File: config.mk
export PLATFORM = sky130hd
export DESIGN_NAME = seg7_scan_driver
export DESIGN_NICKNAME = d
export VERILOG_FILES = /design/src/rtl/seg7_pkg.sv /design/src/rtl/seg7_glyph_rom.sv /design/src/rtl/seg7_scan_driver.sv
export SDC_FILE = /design/constraint.sdc
export NUM_CORES = 1
export LEC_CHECK = 0
export BUFFER_PORTS_ARGS = -buffer_cell sky130_fd_sc_hd__buf_2
export CAP_MARGIN = 20
export CORE_MARGIN = 10
export CORE_UTILIZATION = 44
export DETAILED_ROUTE_END_ITERATION = 8
export GPL_ROUTABILITY_DRIVEN = 0
export PLACE_DENSITY = 0.65
export SYNTH_ARGS = -nofsm -noshare
export SYNTH_HDL_FRONTEND = slang
export SYNTH_HIERARCHICAL = 1
export SYNTH_SLANG_ARGS = --single-unit
File: constraint.sdc
create_clock -name clk -period 2.4 [get_ports clk]
set_input_delay 0.6 -clock clk [delete_from_list [all_inputs] [get_ports clk]]
set_output_delay 0.6 -clock clk [all_outputs]
set_load 0.01 [all_outputs]
File: src/rtl/seg7_pkg.sv
// Shared constants for the six-digit seven-segment scan driver.
// Segment patterns are {g,f,e,d,c,b,a}, active-low (0 = segment lit).
// Optional brightness control is enabled by defining SEG7_DIM_EN.
package seg7_pkg;

  localparam int NUM_DIGITS = 6;

  typedef logic [3:0] code_t;
  typedef logic [6:0] pattern_t;

  // Digit codes above the numerals
  localparam code_t CODE_G     = 4'd10;
  localparam code_t CODE_B     = 4'd11;
  localparam code_t CODE_U     = 4'd12;
  localparam code_t CODE_F     = 4'd13;
  localparam code_t CODE_S     = 4'd14;
  localparam code_t CODE_BLANK = 4'd15;

  // Segment patterns, one per code
  localparam pattern_t SEG_0     = 7'h40;
  localparam pattern_t SEG_1     = 7'h79;
  localparam pattern_t SEG_2     = 7'h24;
  localparam pattern_t SEG_3     = 7'h30;
  localparam pattern_t SEG_4     = 7'h19;
  localparam pattern_t SEG_5     = 7'h12;
  localparam pattern_t SEG_6     = 7'h02;
  localparam pattern_t SEG_7     = 7'h78;
  localparam pattern_t SEG_8     = 7'h00;
  localparam pattern_t SEG_9     = 7'h10;
  localparam pattern_t SEG_G     = 7'h42;
  localparam pattern_t SEG_B     = 7'h03;
  localparam pattern_t SEG_U     = 7'h41;
  localparam pattern_t SEG_F     = 7'h0E;
  localparam pattern_t SEG_S     = 7'h12;
  localparam pattern_t SEG_BLANK = 7'h7F;

  // All anodes off (active-low)
  localparam logic [NUM_DIGITS-1:0] AN_OFF = 6'h3F;

  // Map a digit code to its active-low segment pattern.
  function automatic pattern_t glyph_of(input code_t code);
    pattern_t pat;
    case (code)
      4'd0:       pat = SEG_0;
      4'd1:       pat = SEG_1;
      4'd2:       pat = SEG_2;
      4'd3:       pat = SEG_3;
      4'd4:       pat = SEG_4;
      4'd5:       pat = SEG_5;
      4'd6:       pat = SEG_6;
      4'd7:       pat = SEG_7;
      4'd8:       pat = SEG_8;
      4'd9:       pat = SEG_9;
      CODE_G:     pat = SEG_G;
      CODE_B:     pat = SEG_B;
      CODE_U:     pat = SEG_U;
      CODE_F:     pat = SEG_F;
      CODE_S:     pat = SEG_S;
      default:    pat = SEG_BLANK;
    endcase
    return pat;
  endfunction

endpackage

File: src/rtl/seg7_glyph_rom.sv
// Combinational code-to-segment decoder for the scan driver.
module seg7_glyph_rom
  import seg7_pkg::*;
(
  input  logic [3:0] code,
  output logic [6:0] pattern
);

  // Pure table lookup; registered by the caller.
  always_comb begin
    pattern = glyph_of(code);
  end

endmodule

File: src/rtl/seg7_scan_driver.sv
// Six-digit time-multiplexed seven-segment driver with frame-synchronous
// double buffering of the digit codes.
// Optional brightness control (dim port) is enabled by defining SEG7_DIM_EN.
//
// load handshake: load is a single-cycle strobe sampled on every clock edge.
// There is no ready/busy signal; a load is never refused. Codes captured
// mid-frame wait in the pending buffer and become visible at the next frame
// boundary; a later load in the same frame replaces them.
module seg7_scan_driver
  import seg7_pkg::*;
#(
  // log2 of clocks per digit slot; must be at least 4 so the three
  // brightness bits and the guard cycle fit in the slot.
  parameter int REFRESH_DIV_LOG2 = 10
) (
  input  logic       clk,
  input  logic       rst,
  input  logic [3:0] d0,
  input  logic [3:0] d1,
  input  logic [3:0] d2,
  input  logic [3:0] d3,
  input  logic [3:0] d4,
  input  logic [3:0] d5,
  input  logic       load,
`ifdef SEG7_DIM_EN
  input  logic [2:0] dim,
`endif
  output logic [6:0] seg,
  output logic [5:0] an,
  output logic       frame
);

  localparam int PW = REFRESH_DIV_LOG2;
  localparam logic [2:0] LAST_IDX = 3'(NUM_DIGITS - 1);

  logic [PW-1:0] p;
  logic [2:0]    idx;
  logic          tick;
  logic          boundary;
  logic          pend;
  logic [3:0]    pending [NUM_DIGITS];
  logic [3:0]    active  [NUM_DIGITS];
  logic [3:0]    d_in    [NUM_DIGITS];
  logic [3:0]    cur_code;
  logic [6:0]    cur_pattern;
  logic          lit;
  logic [5:0]    an_next;

  // Gather the input codes into an array so buffers can be loaded in a loop.
  always_comb begin
    d_in[0] = d0;
    d_in[1] = d1;
    d_in[2] = d2;
    d_in[3] = d3;
    d_in[4] = d4;
    d_in[5] = d5;
  end

  assign tick     = &p;
  assign boundary = tick && (idx == LAST_IDX);

  // Free-running prescaler that sets the digit slot length.
  always_ff @(posedge clk or posedge rst) begin
    if (rst) begin
      p <= '0;
    end else begin
      p <= p + 1'b1;
    end
  end

  // Digit index advances once per slot and wraps after the leftmost digit.
  always_ff @(posedge clk or posedge rst) begin
    if (rst) begin
      idx <= '0;
    end else if (tick) begin
      idx <= (idx == LAST_IDX) ? 3'd0 : idx + 3'd1;
    end
  end

  // Pending buffer: every load lands here unless it coincides with the
  // frame boundary, in which case it goes straight to the active buffer.
  always_ff @(posedge clk or posedge rst) begin
    if (rst) begin
      pend <= 1'b0;
      for (int i = 0; i < NUM_DIGITS; i++) begin
        pending[i] <= CODE_BLANK;
      end
    end else if (load && !boundary) begin
      pend <= 1'b1;
      for (int i = 0; i < NUM_DIGITS; i++) begin
        pending[i] <= d_in[i];
      end
    end else if (boundary) begin
      pend <= 1'b0;
    end
  end

  // Active buffer only changes at a frame boundary, so a frame never mixes
  // old and new codes. A coincident load takes priority over pending data.
  always_ff @(posedge clk or posedge rst) begin
    if (rst) begin
      for (int i = 0; i < NUM_DIGITS; i++) begin
        active[i] <= CODE_BLANK;
      end
    end else if (boundary && load) begin
      for (int i = 0; i < NUM_DIGITS; i++) begin
        active[i] <= d_in[i];
      end
    end else if (boundary && pend) begin
      for (int i = 0; i < NUM_DIGITS; i++) begin
        active[i] <= pending[i];
      end
    end
  end

  // Select the code of the digit currently being scanned.
  always_comb begin
    cur_code = CODE_BLANK;
    for (int i = 0; i < NUM_DIGITS; i++) begin
      if (idx == 3'(i)) begin
        cur_code = active[i];
      end
    end
  end

  seg7_glyph_rom u_glyph_rom (
    .code    (cur_code),
    .pattern (cur_pattern)
  );

  // Anode drive: the first cycle of each slot is a blanking guard so the
  // previous digit's segments never ghost onto the next digit.
  always_comb begin
    lit = (p != '0);
`ifdef SEG7_DIM_EN
    if (p[PW-1 -: 3] > dim) begin
      lit = 1'b0;
    end
`endif
    an_next = AN_OFF;
    if (lit) begin
      an_next = ~(6'b1 << idx);
    end
  end

  // Output register: everything the board sees lags idx/p by one clock.
  always_ff @(posedge clk or posedge rst) begin
    if (rst) begin
      seg   <= SEG_BLANK;
      an    <= AN_OFF;
      frame <= 1'b0;
    end else begin
      seg   <= cur_pattern;
      an    <= an_next;
      frame <= boundary;
    end
  end

endmodule
==> summary.txt <==
Run status
  • Status: completed

Synth
  • Synth top area share: 44.5%
  • #FFs+latches synth: 76
  • Avg Cell Area, Syn: 11.4 µm²
  • Adder-cell area share of the yosys netlist: 3.13%
  • Xor and xnor area share after synthesis: ~2.2%
  • Simple-Gate Fraction of Synth Area: a little under an eighth
  • Largest family of logic cells by synthesized area: compound AO/OA/AOI/OAI gates
  • Syn_nets: roughly 350
  • Biggest area consumer among synthesized cells: dfstp_2
  • Synth warn: 6
  • Mux share of post-synthesis cell area: 10.3%
  • Post-Syn Area: about 3600 µm²
  • Async S/R FF share, synth: 100%
  • Synth area leaders: dfstp_2, dfrtp_1, mux2_2, o22ai_1, nand2_1
  • Dominant synthesized flop cell: dfstp_2
  • Yosys cell types: 45
  • Compound-Gate Fraction of Synth Area: around 12%
  • Post-Syn Instances: 315
  • Seq/Total Area, Yosys: 54.9%
  • Post-synth EDFFs: 0

Routing
  • Initial drt markers: 84
  • First-pass detailed-route iteration total: 4
  • Total Wirelength: 6960 µm
  • # DRC: 0
  • Via count: 2453
  • Drt wl/cell: 14.9 µm
  • Via density: 5.25
  • Post-DRT Antenna Nets: 0

Setup path
  • Worst EP arrival: about 2.5 ns
  • R2r endpoint: seg[1]
  • Critical path capture point: seg[1]
  • Crit path kind: reg2reg
  • Worst setup path startpoint: active[23]
  • CP required: 2.70 ns
  • Reg-to-reg critical path startpoint: active[23]
  • Reg2reg setup slack: 0.17 ns
  • CP endpoint kind: flop
  • Critical Path Source Type: flop
  • Worst Path Max Fanout: 13
  • Worst Reg-to-Reg Cells: 8

Timing
  • Slew Limit Fails: 0
  • Least-Margin Pin Slew: 0.458 ns
  • Unrepaired setup endpoints after global routing: false
  • Final Cycle Share: 93.0%
  • Max Freq: 448 MHz
  • Fin Setup TNS: 0 ns
  • Final worst setup slack: 0.167 ns
  • Slew HR: 69.5%
  • Final Hold Viols: 0
  • Setup Skew: about 0.0084 ns
  • Hold WS: ~0.34 ns
  • Final setup fails: 0
  • Final min period: between 2 and 2.5 ns

Cells and area
  • Most common cell after layout, fill and taps aside: dfstp_2
  • Util after Layout: 53.0%
  • Register area: 1980 µm²
  • Area grow syn2layout: 15.5%
  • Design area: 4160 µm²
  • Area of the multi-input gates: 1450 µm²
  • Final #Nets: 396
  • Total inserted antenna cells: 0
  • Fill cells: 729
  • Share of post-route cells with drive strength above 1: 46.3%
  • Commonest non-fill, non-tap cells in the layout: dfstp_2, buf_2, nand2_1
  • Non-filler cells, final: about 470

Floorplanning
  • IO Pins: 41
  • DIE HEIGHT: 110 µm
  • Die X: 110 µm
  • Core area: 7850 µm²
  • Row cnt: 32
  • Full die area: ~12000 µm²
  • Initial Util: 45.9%

Clocking
  • Sink Count: 76
  • Clock transition at path regs: 0.08 ns
  • TritonCTS buffer count: 9
  • Clock buffer depth: 2
  • Clock root cell: clkbuf_8
  • H-tree depth reported by CTS: 3
  • CTS Hold Bufs: 0
  • Clk Latency, worst-skew pair: 0.35 ns
  • CTS tree: built

Place
  • Placed insts: 450
  • I/O Buffers: 40
  • Placement Cell Area: 3910 µm²
  • DP HPWL: 4860 µm
  • Setup WS pre-CTS: 0.147 ns

GRT
  • Largest net degree at the start of global routing: 77
  • Vias in the first global route: about 2500
  • First-pass GRT wire length: 12200 µm
  • GRT overflow: 0
  • Global-route total usage across every layer: 11.6%
  • Initial antenna violation count: 0

Pwr
  • Power per Cell Area: about 650 nW/µm²
  • Logic gate share of total power: 5.5%
  • VDD IR-drop max: 0.344 mV
  • Final Power: 2.68 mW
  • Clock network power share: 43.3%
  • Sw frac: 21.2%
  • Net load switching power: 0.569 mW
  • P_leak: 1.66 nW
  • Reg power frac: 51.1%
  • Cell Int Power: around 2.1 mW

Run
  • Max Cap Viol: 0

Worst hold path
  • Worst hold path class: in2async
[worst max-delay path: stages (launching register included)]
cell and delay, ns:
dfstp_2 0.53, or3b_2 0.43, a21oi_1 0.16, a21oi_1 0.06
o21bai_1 0.27, buf_4 0.23, or2b_1 0.23, a21oi_1 0.15
a31o_2 0.12
[cell type report]
| type | instances | share of cell area [%] |
|---|---|---|
| clock buffers | 9 | 2.98 |
| repair buffers | 55 | 7.82 |
| flip-flops and latches | 76 | 47.5 |
| inverters | 10 | 0.992 |
| multi-input cells | 208 | 34.8 |
| clock inverters | 7 | 2.77 |
| well taps | 102 | 3.07 |
[layer usage]
layer	track usage [%]	vias to the layer above	part of all wire, %
li1	-	1211	-
met1	14.9	1184	47
met2	18.2	44	47
met3	3.08	14	4.2
met4	4.49	0	1.9
met5	0	-	0
[logic make-up after synthesis]
| family | Yosys count |
|---|---|
| simple gates | 84 |
| flops | 76 |
| compound gates | 74 |
| mux | 32 |
| buf+inv | 31 |
| xor+xnor | 9 |
| fa+ha+maj | 9 |
[sequential cells by signal, summed over array words and instances (netlist names)]
name / count
active: 24
pending: 24
p: 10
seg: 7
an: 6
idx: 3
frame: 1
pend: 1
[power by group through the flow]
| stage | combinational [mW] | sequential, mW | clock (mW) |
|---|---|---|---|
| after detailed placement | 0.153 | 1.39 | 0 |
| after global placement | 0.149 | 1.39 | 0 |
| after CTS | 0.153 | 1.37 | 1.19 |
| after floorplan | 0.101 | 1.39 | 0 |
| after global routing | 0.168 | 1.38 | 1.24 |
| final | 0.149 | 1.37 | 1.16 |
[worst min path at each step]
stage / start / end / slack [ns] / cells after the start
final: rst / p[5] / 0.34 / 3
after global routing: rst / p[5] / 0.38 / 3
after CTS: rst / p[5] / 0.36 / 3
after detailed placement: active[21] / active[21] / 0.46 / 2
after global placement: active[6] / active[6] / 0.45 / 2
after floorplan: active[22] / active[22] / 0.44 / 2
[synth_stat cells, types with 6 or more instances]
cell	number
o21ai_1	8
o21ai_0	21
nand2_1	32
dfstp_2	61
nand2b_1	7
nand3_1	6
buf_2	8
mux2_2	26
ha_1	9
dfrtp_1	15
nor2_1	14
xnor2_1	8
o22ai_1	27
a21oi_1	7
inv_1	10
[repair_timing]
| item | CTS | global route |
|---|---|---|
| gates resized for setup | 0 | 1 |
| setup endpoints to repair | 0 | 4 |
| setup buffers | 0 | 1 |
Power figures use the tool's default switching activity.
